<file path="src/rtl/pingpang_pkg.sv">
// Shared constants and state encoding for the ping-pong buffer read controller.
package pingpang_pkg;

  localparam int DEF_DW    = 16;
  localparam int DEF_AW    = 3;
  localparam int DEF_DEPTH = 1 << DEF_AW;

  typedef enum logic [1:0] {
    ST_IDLE,
    ST_READ,
    ST_FLUSH
  } rd_state_e;

endpackage

</file>
<file path="src/rtl/pingpang_rd_ctrl_if.sv">
// Buffer read port plus downstream valid/ready stream of the read controller.
interface pingpang_rd_ctrl_if
  import pingpang_pkg::*;
#(
  parameter int DW = DEF_DW,
  parameter int AW = DEF_AW
);

  logic [AW-1:0] addr_rd;
  logic [DW-1:0] buf_data;
  logic [DW-1:0] m_data;
  logic          m_valid;
  logic          m_ready;
  logic          m_last;

  modport master (
    output addr_rd, m_data, m_valid, m_last,
    input  buf_data, m_ready
  );

  modport slave (
    input  addr_rd, m_data, m_valid, m_last,
    output buf_data, m_ready
  );

endinterface

</file>
<file path="src/rtl/pingpang_out_stage.sv">
// Valid/ready output register: captures a fetched word whenever the slot is free
// or being consumed, and holds steady under backpressure.
module pingpang_out_stage #(
  parameter int DW = 16
) (
  input  logic          clk,
  input  logic          rst_n,
  input  logic          fetch,
  input  logic [DW-1:0] d_in,
  input  logic          last_in,
  input  logic          m_ready,
  output logic [DW-1:0] m_data,
  output logic          m_valid,
  output logic          m_last,
  output logic          load
);

  assign load = !m_valid || m_ready;

  // NOTE: sequential state uses non-blocking assignments and resets asynchronously;
  // blocking here would let downstream logic see half-updated values within the edge.
  always_ff @(posedge clk or negedge rst_n) begin
    if (!rst_n) begin
      m_data  <= '0;
      m_valid <= 1'b0;
      m_last  <= 1'b0;
    end else if (load) begin
      if (fetch) begin
        m_data  <= d_in;
        m_valid <= 1'b1;
        m_last  <= last_in;
      end else begin
        // Nothing left to fetch: the word just consumed empties the slot.
        m_valid <= 1'b0;
        m_last  <= 1'b0;
      end
    end
  end

endmodule

</file>
<file path="src/rtl/pingpang_rd_ctrl.sv">
// Ping-pong buffer read controller: sweeps a released bank out as a stream and
// gates bank switches. Optional sticky ovr_err under PINGPANG_RD_OVR_EN.
module pingpang_rd_ctrl
  import pingpang_pkg::*;
#(
  parameter int DW    = DEF_DW,
  parameter int AW    = DEF_AW,
  parameter int DEPTH = 1 << AW
) (
  input  logic clk,
  input  logic rst_n,
  input  logic switch_in,
  output logic sw_ready,
  output logic bank_done,
  pingpang_rd_ctrl_if.master rd
`ifdef PINGPANG_RD_OVR_EN
  ,
  output logic ovr_err
`endif
);

  rd_state_e     state, state_nxt;
  logic [AW-1:0] addr_nxt;
  logic          done_nxt;
  logic          load;
  logic          at_last;
  logic          accept;

  assign at_last  = (rd.addr_rd == AW'(DEPTH - 1));
  assign sw_ready = (state == ST_IDLE) || (state == ST_FLUSH && rd.m_ready);
  assign accept   = switch_in && sw_ready;

  pingpang_out_stage #(.DW(DW)) u_out (
    .clk     (clk),
    .rst_n   (rst_n),
    .fetch   (state == ST_READ),
    .d_in    (rd.buf_data),
    .last_in (at_last),
    .m_ready (rd.m_ready),
    .m_data  (rd.m_data),
    .m_valid (rd.m_valid),
    .m_last  (rd.m_last),
    .load    (load)
  );

  // NOTE: every signal written here gets a default first, so no path can infer a latch.
  always_comb begin
    state_nxt = state;
    addr_nxt  = rd.addr_rd;
    done_nxt  = 1'b0;
    case (state)
      ST_IDLE: begin
        if (accept) begin
          state_nxt = ST_READ;
          addr_nxt  = '0;
        end
      end
      ST_READ: begin
        if (load) begin
          if (at_last) begin
            state_nxt = ST_FLUSH;
            addr_nxt  = '0;
          end else begin
            addr_nxt = rd.addr_rd + AW'(1);
          end
        end
      end
      ST_FLUSH: begin
        // The last word is the only one in flight; its handshake ends the bank.
        if (rd.m_valid && rd.m_ready) begin
          done_nxt  = 1'b1;
          addr_nxt  = '0;
          state_nxt = accept ? ST_READ : ST_IDLE;
        end
      end
      default: state_nxt = ST_IDLE;
    endcase
  end

  always_ff @(posedge clk or negedge rst_n) begin
    if (!rst_n) begin
      state      <= ST_IDLE;
      rd.addr_rd <= '0;
      bank_done  <= 1'b0;
    end else begin
      state      <= state_nxt;
      rd.addr_rd <= addr_nxt;
      bank_done  <= done_nxt;
    end
  end

`ifdef PINGPANG_RD_OVR_EN
  always_ff @(posedge clk or negedge rst_n) begin
    if (!rst_n) begin
      ovr_err <= 1'b0;
    end else if (switch_in && !sw_ready) begin
      ovr_err <= 1'b1;
    end
  end
`endif

endmodule

</file>
<file path="src/flat_wrapper.sv">
// flat-port wrapper written by rule: the top's interface ports become plain ports
module pingpang_rd_ctrl_flat import pingpang_pkg::*;
#(
  parameter int DW    = DEF_DW,
  parameter int AW    = DEF_AW,
  parameter int DEPTH = 1 << AW
)
  (clk, rst_n, switch_in, sw_ready, bank_done, rd_addr_rd, rd_m_data, rd_m_valid, rd_m_last, rd_buf_data, rd_m_ready);
  pingpang_rd_ctrl_if #(.DW(DW), .AW(AW)) rd_i ();
  input  logic clk;
  input  logic rst_n;
  input  logic switch_in;
  output logic sw_ready;
  output logic bank_done;
  output wire logic [$bits(rd_i.addr_rd)-1:0] rd_addr_rd;
  output wire logic [$bits(rd_i.m_data)-1:0] rd_m_data;
  output wire logic [$bits(rd_i.m_valid)-1:0] rd_m_valid;
  output wire logic [$bits(rd_i.m_last)-1:0] rd_m_last;
  input wire logic [$bits(rd_i.buf_data)-1:0] rd_buf_data;
  input wire logic [$bits(rd_i.m_ready)-1:0] rd_m_ready;
  assign rd_addr_rd = rd_i.addr_rd;
  assign rd_m_data = rd_i.m_data;
  assign rd_m_valid = rd_i.m_valid;
  assign rd_m_last = rd_i.m_last;
  assign rd_i.buf_data = rd_buf_data;
  assign rd_i.m_ready = rd_m_ready;
  pingpang_rd_ctrl #(.DW(DW), .AW(AW), .DEPTH(DEPTH)) u_core (.clk(clk), .rst_n(rst_n), .switch_in(switch_in), .sw_ready(sw_ready), .bank_done(bank_done), .rd(rd_i));
endmodule
</file>
<file path="config.mk">
export PLATFORM = sky130hd
export DESIGN_NAME = pingpang_rd_ctrl_flat
export DESIGN_NICKNAME = d
export VERILOG_FILES = /design/src/rtl/pingpang_pkg.sv /design/src/rtl/pingpang_rd_ctrl_if.sv /design/src/rtl/pingpang_out_stage.sv /design/src/rtl/pingpang_rd_ctrl.sv /design/src/flat_wrapper.sv
export SDC_FILE = /design/constraint.sdc
export NUM_CORES = 1
export LEC_CHECK = 0
export ABC_AREA = 1
export CORE_ASPECT_RATIO = 0.9
export CORE_UTILIZATION = 42
export CTS_CLUSTER_SIZE = 24
export DETAILED_ROUTE_END_ITERATION = 12
export PLACE_DENSITY = 0.78
export RECOVER_POWER = 25
export SYNTH_ARGS = -nofsm -noshare
export SYNTH_HDL_FRONTEND = slang
export SYNTH_SLANG_ARGS = --single-unit
export TNS_END_PERCENT = 10
</file>
<file path="constraint.sdc">
create_clock -name clk -period 1.65 [get_ports clk]
set_input_delay 0.165 -clock clk [delete_from_list [all_inputs] [get_ports clk]]
set_output_delay 0.165 -clock clk [all_outputs]
set_load 0.05 [all_outputs]
</file>
## Word level (Yosys, flattened, before mapping)

Index checks and enable logic that the tools add are counted.

- Flip-flop bits (word level): 24
- Output and inout bits: 23
- Logic and storage cells: 40

- $add $sub $neg: 1
- Equal/unequal tests: 7
- Multiplexer cells: 15
- Reductions and logical operators: 11

Operator list:

| operator | count |
|---|---|
| two-way mux 3 bit | 4 |
| case mux 3 bit (3 select lines) | 1 |
| two-way mux 2 bit | 4 |
| AND reduction 4 bit | 2 |
| != test 2 x 1 -> 1 bit, second input constant | 3 |
| case mux 2 bit (3 select lines) | 1 |
| two-way mux 1 bit | 5 |
| adder 3 x 1 -> 3 bit, second input constant | 1 |
| equality test 3 bit, second input constant | 1 |
| logical AND 1 bit | 3 |
| nonzero test 3 bit | 1 |
| equality test 2 x 1 -> 1 bit, second input constant | 1 |
| equality test 2 bit, second input constant | 1 |
| logical NOT 2 bit | 1 |
| logical OR 1 bit | 2 |
| != test 2 bit, second input constant | 1 |
| AND reduction 2 bit | 1 |
| logical NOT 1 bit | 1 |

## Logic depth before layout (Yosys ltp)

- Word-level depth: 7
- Depth in mapped cells: 7
- Gate-level depth less buffers: 7

## Modules after synthesis

Synthesis repeated with hierarchy kept, for this count alone.

- Cell total of the unflattened synthesis: 127
- Area, all modules: 1103.6 µm²

By module, submodules not included:

| module | times used | cells each | area an instance (µm²) |
|---|---|---|---|
| pingpang_out_stage | 1 | 78 | 754.5 |
| pingpang_rd_ctrl | 1 | 49 | 349.1 |

## Least setup slack after synthesis

No wires, ideal clock.

- Path kind: register to register
- Start point: register u_core.state[1]
- End point: register u_core.state[0]
- Arrival: 1.609 ns
- Slack: -0.036 ns
- Cell stages (with the launch flop): 4
- Buffers on the path: 0
- Clock period less this slack: 1.686 ns
- Path through: dfrtp_1 a21oi_1 o21ai_0 a21oi_1

- Word-level cells in the longest chain between the ends: 7
- Elaborated cells on any way between the ends: 14

Ends and longest elaborated chain:

| item | line | RTL |
|---|---|---|
| from (decl) | pingpang_rd_ctrl.sv:22 | `rd_state_e state, state_nxt;` |
| from (signal assigned) | pingpang_rd_ctrl.sv:86 | `state <= state_nxt;` |
| equality test 2 bit | pingpang_rd_ctrl.sv:30 | `assign sw_ready = (state == ST_IDLE) \|\| (state == ST_FLUSH && rd.m_ready);` |
| logical AND 1 bit | pingpang_rd_ctrl.sv:30 |  |
| logical OR 1 bit * | pingpang_rd_ctrl.sv:30 |  |
| via sw_ready | flat_wrapper.sv:13 | `output logic sw_ready;` |
| logical AND 1 bit * | pingpang_rd_ctrl.sv:31 | `assign accept = switch_in && sw_ready;` |
| two-way mux 1 bit | pingpang_rd_ctrl.sv:73 | `state_nxt = accept ? ST_READ : ST_IDLE;` |
| two-way mux 2 bit | pingpang_rd_ctrl.sv:70 | `if (rd.m_valid && rd.m_ready) begin` |
| case mux 2 bit (3 select lines) | pingpang_rd_ctrl.sv:51 | `case (state)` |

Mark *: on every way through the listed nets, which the timed path passes. The rest lies on a longest branch. The select of a mux whose other input is x is not followed.
A chain may end at the register's enable or synchronous reset.

## Final worst setup path

- Start point: register u_core.u_out.m_data[0]
- End point: output rd_m_data[0]

RTL lines:

| item | line | RTL |
|---|---|---|
| from (decl) | pingpang_out_stage.sv:12 | `output logic [DW-1:0] m_data,` |
| from (signal assigned) | pingpang_out_stage.sv:29 | `m_data <= d_in;` |
| to (decl) | flat_wrapper.sv:16 | `output wire logic [$bits(rd_i.m_data)-1:0] rd_m_data;` |

No word-level cell between the ends.

==> results.toml <==
[clock_network]
clock-sinks = 24
h-tree-depth = 1
cts_buffers = 3
holdBufCountCts = 0
clockBufferDepth = 2
root_buffer = "clkbuf_4"
clock_latency_ns = 0.31
clk_pin_slew_ns = 0.13
cts_tree = "done"

[yosys]
yosys_warnings = 0
synth_fp_nets = 149
ys_seq_area_share_pct = 54.92
synth_seq_cells = 24
syn-cell-area_um2 = 1094
synth_cell_types = 18
syn_inst = 127
avgSynthCellArea_um2 = 8.611

[timing]
tns_ns = 0
finalHoldViolCount = 0
slew_violations = 0
worst_slew_pin_slew_ns = 0.5001
layout_min_cycle_time_ns = 1.379
finalSetupViolCount = 0
fin_skew_ns = 0.0007747
period_share_pct = 83.57
grt_setup_unrepaired = "false"
max_freq_mhz = 725.2
slew-limit-headroom_pct = 66.61

[global_route]
grt_pass1_wl_um = 3995
grt_pass1_vias = 872
grt_use_total_pct = 18.39
overflow = 0
grt_max_degree = 25
grt_antenna_before_repair = 0

[layout]
area_delta_synth_final_pct = 40.73
final_common_cell = "nand2_1"
fin_nets = 195
layout.cells.most_common_list = "nand2_1 (60), dfrtp_1 (24), clkdlybuf4s50_1 (18), buf_4 (18), inv_1 (10)"
n_fill_cell = 212
antennaDiodeCount = 0
drive_above_1_share_pct = 19.19

[power]
peakVddDrop_v = 0.001809
p_total_w = 0.003398
p_per_area_nw_per_um2 = 2208
p_leak_nw = 0.8723

[job]
cap_violations = 0

[outcome]
status = "finished clean"

[worst_setup_path]
critical_path_arrival_ns = 1.21
crit_family = "buffers and inverters"
critical_path.cell_chain = "dlygate4sd2_1"
startpoint_type = "flip-flop"
cp.required_ns = 1.48
critPathKind = "flip-flop to output port"
r2r_cells = 7
reg2reg_slack_ns = 0.31
max_stage_delay_ns = 0.53
cp.depth = 1
cp_max_fo = 2
cp-end-kind = "output port"
cp_num_buf_inv = 1
crit_path_top_delay_cell = "dlygate4sd2_1"

[floorplanning]
rows = 17
fp.coreArea_um2 = 2467
die_h_um = 50.41
die_x_um = 55.79
start_util_pct = 44.32
ios = 43
die_area_um2 = 2812

[placed_design]
dp_hpwl_um = 1822
portBuffers = 42
gp_congestion = 0.8048

[min_path]
min_path_type = "input port to asynchronous set/reset pin"

[drt]
drc = 0
initialDrtViolationCount = 7
viasPerCell = 4.630
num_vias = 926
drt-total-wl_um = 2322
wire_per_inst_um = 11.61
antenna_left = 0
drt_pass1_iterations = 3
## worst register-to-register path: cells and delay by family (launching register included)
| family | cells | cell delay [ns] |
|---|---|---|
| DFF | 1 | 0.45 |
| adders and majority gates | 2 | 0.42 |
| buffers and inverters | 1 | 0.11 |
| and+or+nand+nor | 4 | 0.31 |
## where the power goes
group          switching [W]  internal (W)  leakage [nW]
combinational        0.00145      0.000621         0.550
sequential          0.000187      0.000836         0.301
clock               0.000172      0.000135        0.0210
## routing by layer
| metal | track usage [%] | share of wire, % | vias to the layer above |
|---|---|---|---|
| met3 | 1.031 | 2.4 | 2 |
| met1 | 25.59 | 46 | 428 |
| li1 | - | - | 477 |
| met2 | 30.32 | 51 | 19 |
| met4 | 7.500 | 0.52 | 0 |
| met5 | 0 | 0 | - |
## repair_timing
item,in CTS,in global routing
setup endpoints to repair,3,2
setup buffers,0,0
resized for setup,3,2
## path summary, 6_finish.rpt
kind | endpoint | start
worst min register to register | u_core.u_out.m_data[2] | u_core.u_out.m_data[2]
max in group asynchronous | u_core.rd.addr_rd[0] | rst_n
worst min-delay path | u_core.u_out.m_data[14] | rst_n
min in group clk | u_core.u_out.m_data[6] | rd_buf_data[6]
worst max-delay path | rd_m_data[0] | u_core.u_out.m_data[0]
worst max register to register | u_core.rd.addr_rd[1] | u_core.rd.addr_rd[0]
## through the flow
step	util, %	instance area [um^2]	setup slack (ns)	instances	hold slack [ns]
3_5_place_dp	60.85	1501	0.2024	196	0.4741
5_1_grt	62.37	1539	0.1993	200	0.2775
6_report	62.37	1539	0.2711	200	0.2581
2_1_floorplan	-	1097	0.2215	127	-0.1306
3_3_place_gp	60.85	1501	0.2496	196	0.4586
4_1_cts	62.17	1534	0.0003486	200	0.1898
## cell usage after synthesis
| master | count | area share, % |
|---|---|---|
| inv_2 | 1 | 0.34 |
| dfrtp_1 | 24 | 55 |
| nor2_8 | 1 | 1.8 |
| o21ai_0 | 4 | 1.8 |
| nand2_4 | 1 | 1.0 |
| nor2_1 | 7 | 2.4 |
| nor2_4 | 1 | 1.0 |
| a21oi_1 | 2 | 0.92 |
| ha_1 | 2 | 2.3 |
| inv_1 | 10 | 3.4 |
| buf_6 | 1 | 1.0 |
| inv_6 | 1 | 0.80 |
| nand2_2 | 4 | 2.3 |
| nand3_1 | 3 | 1.4 |
| nor3_1 | 1 | 0.46 |
| o21bai_1 | 3 | 2.1 |
| buf_8 | 1 | 1.4 |
| nand2_1 | 60 | 21 |
## sequential cells by signal (all words and copies together) (netlist names)
register,count
u_core.rd.addr_rd,3
u_core.u_out.m_last,1
u_core.bank_done,1
u_core.u_out.m_data,16
u_core.u_out.m_valid,1
u_core.state,2
## cell type report
cell class | instances | area, um^2 | share of cell area (%)
sequential | 24 | 600.6 | 39.02
multi-input combinational | 89 | 420.4 | 27.32
timing repair buffer | 43 | 396.6 | 25.77
inverter | 12 | 50.05 | 3.252
clock buffer | 4 | 36.28 | 2.358
tap | 28 | 35.03 | 2.276
## kinds of logic after synthesis
family          count (synthesis)  share of synthesized area [%]
simple gates                   78                          31.01
flops                          24                          54.92
buf+inv                        14                          6.979
compound gates                  9                          4.805
fa+ha+maj                       2                          2.288
(Power assumes the default switching activity.)
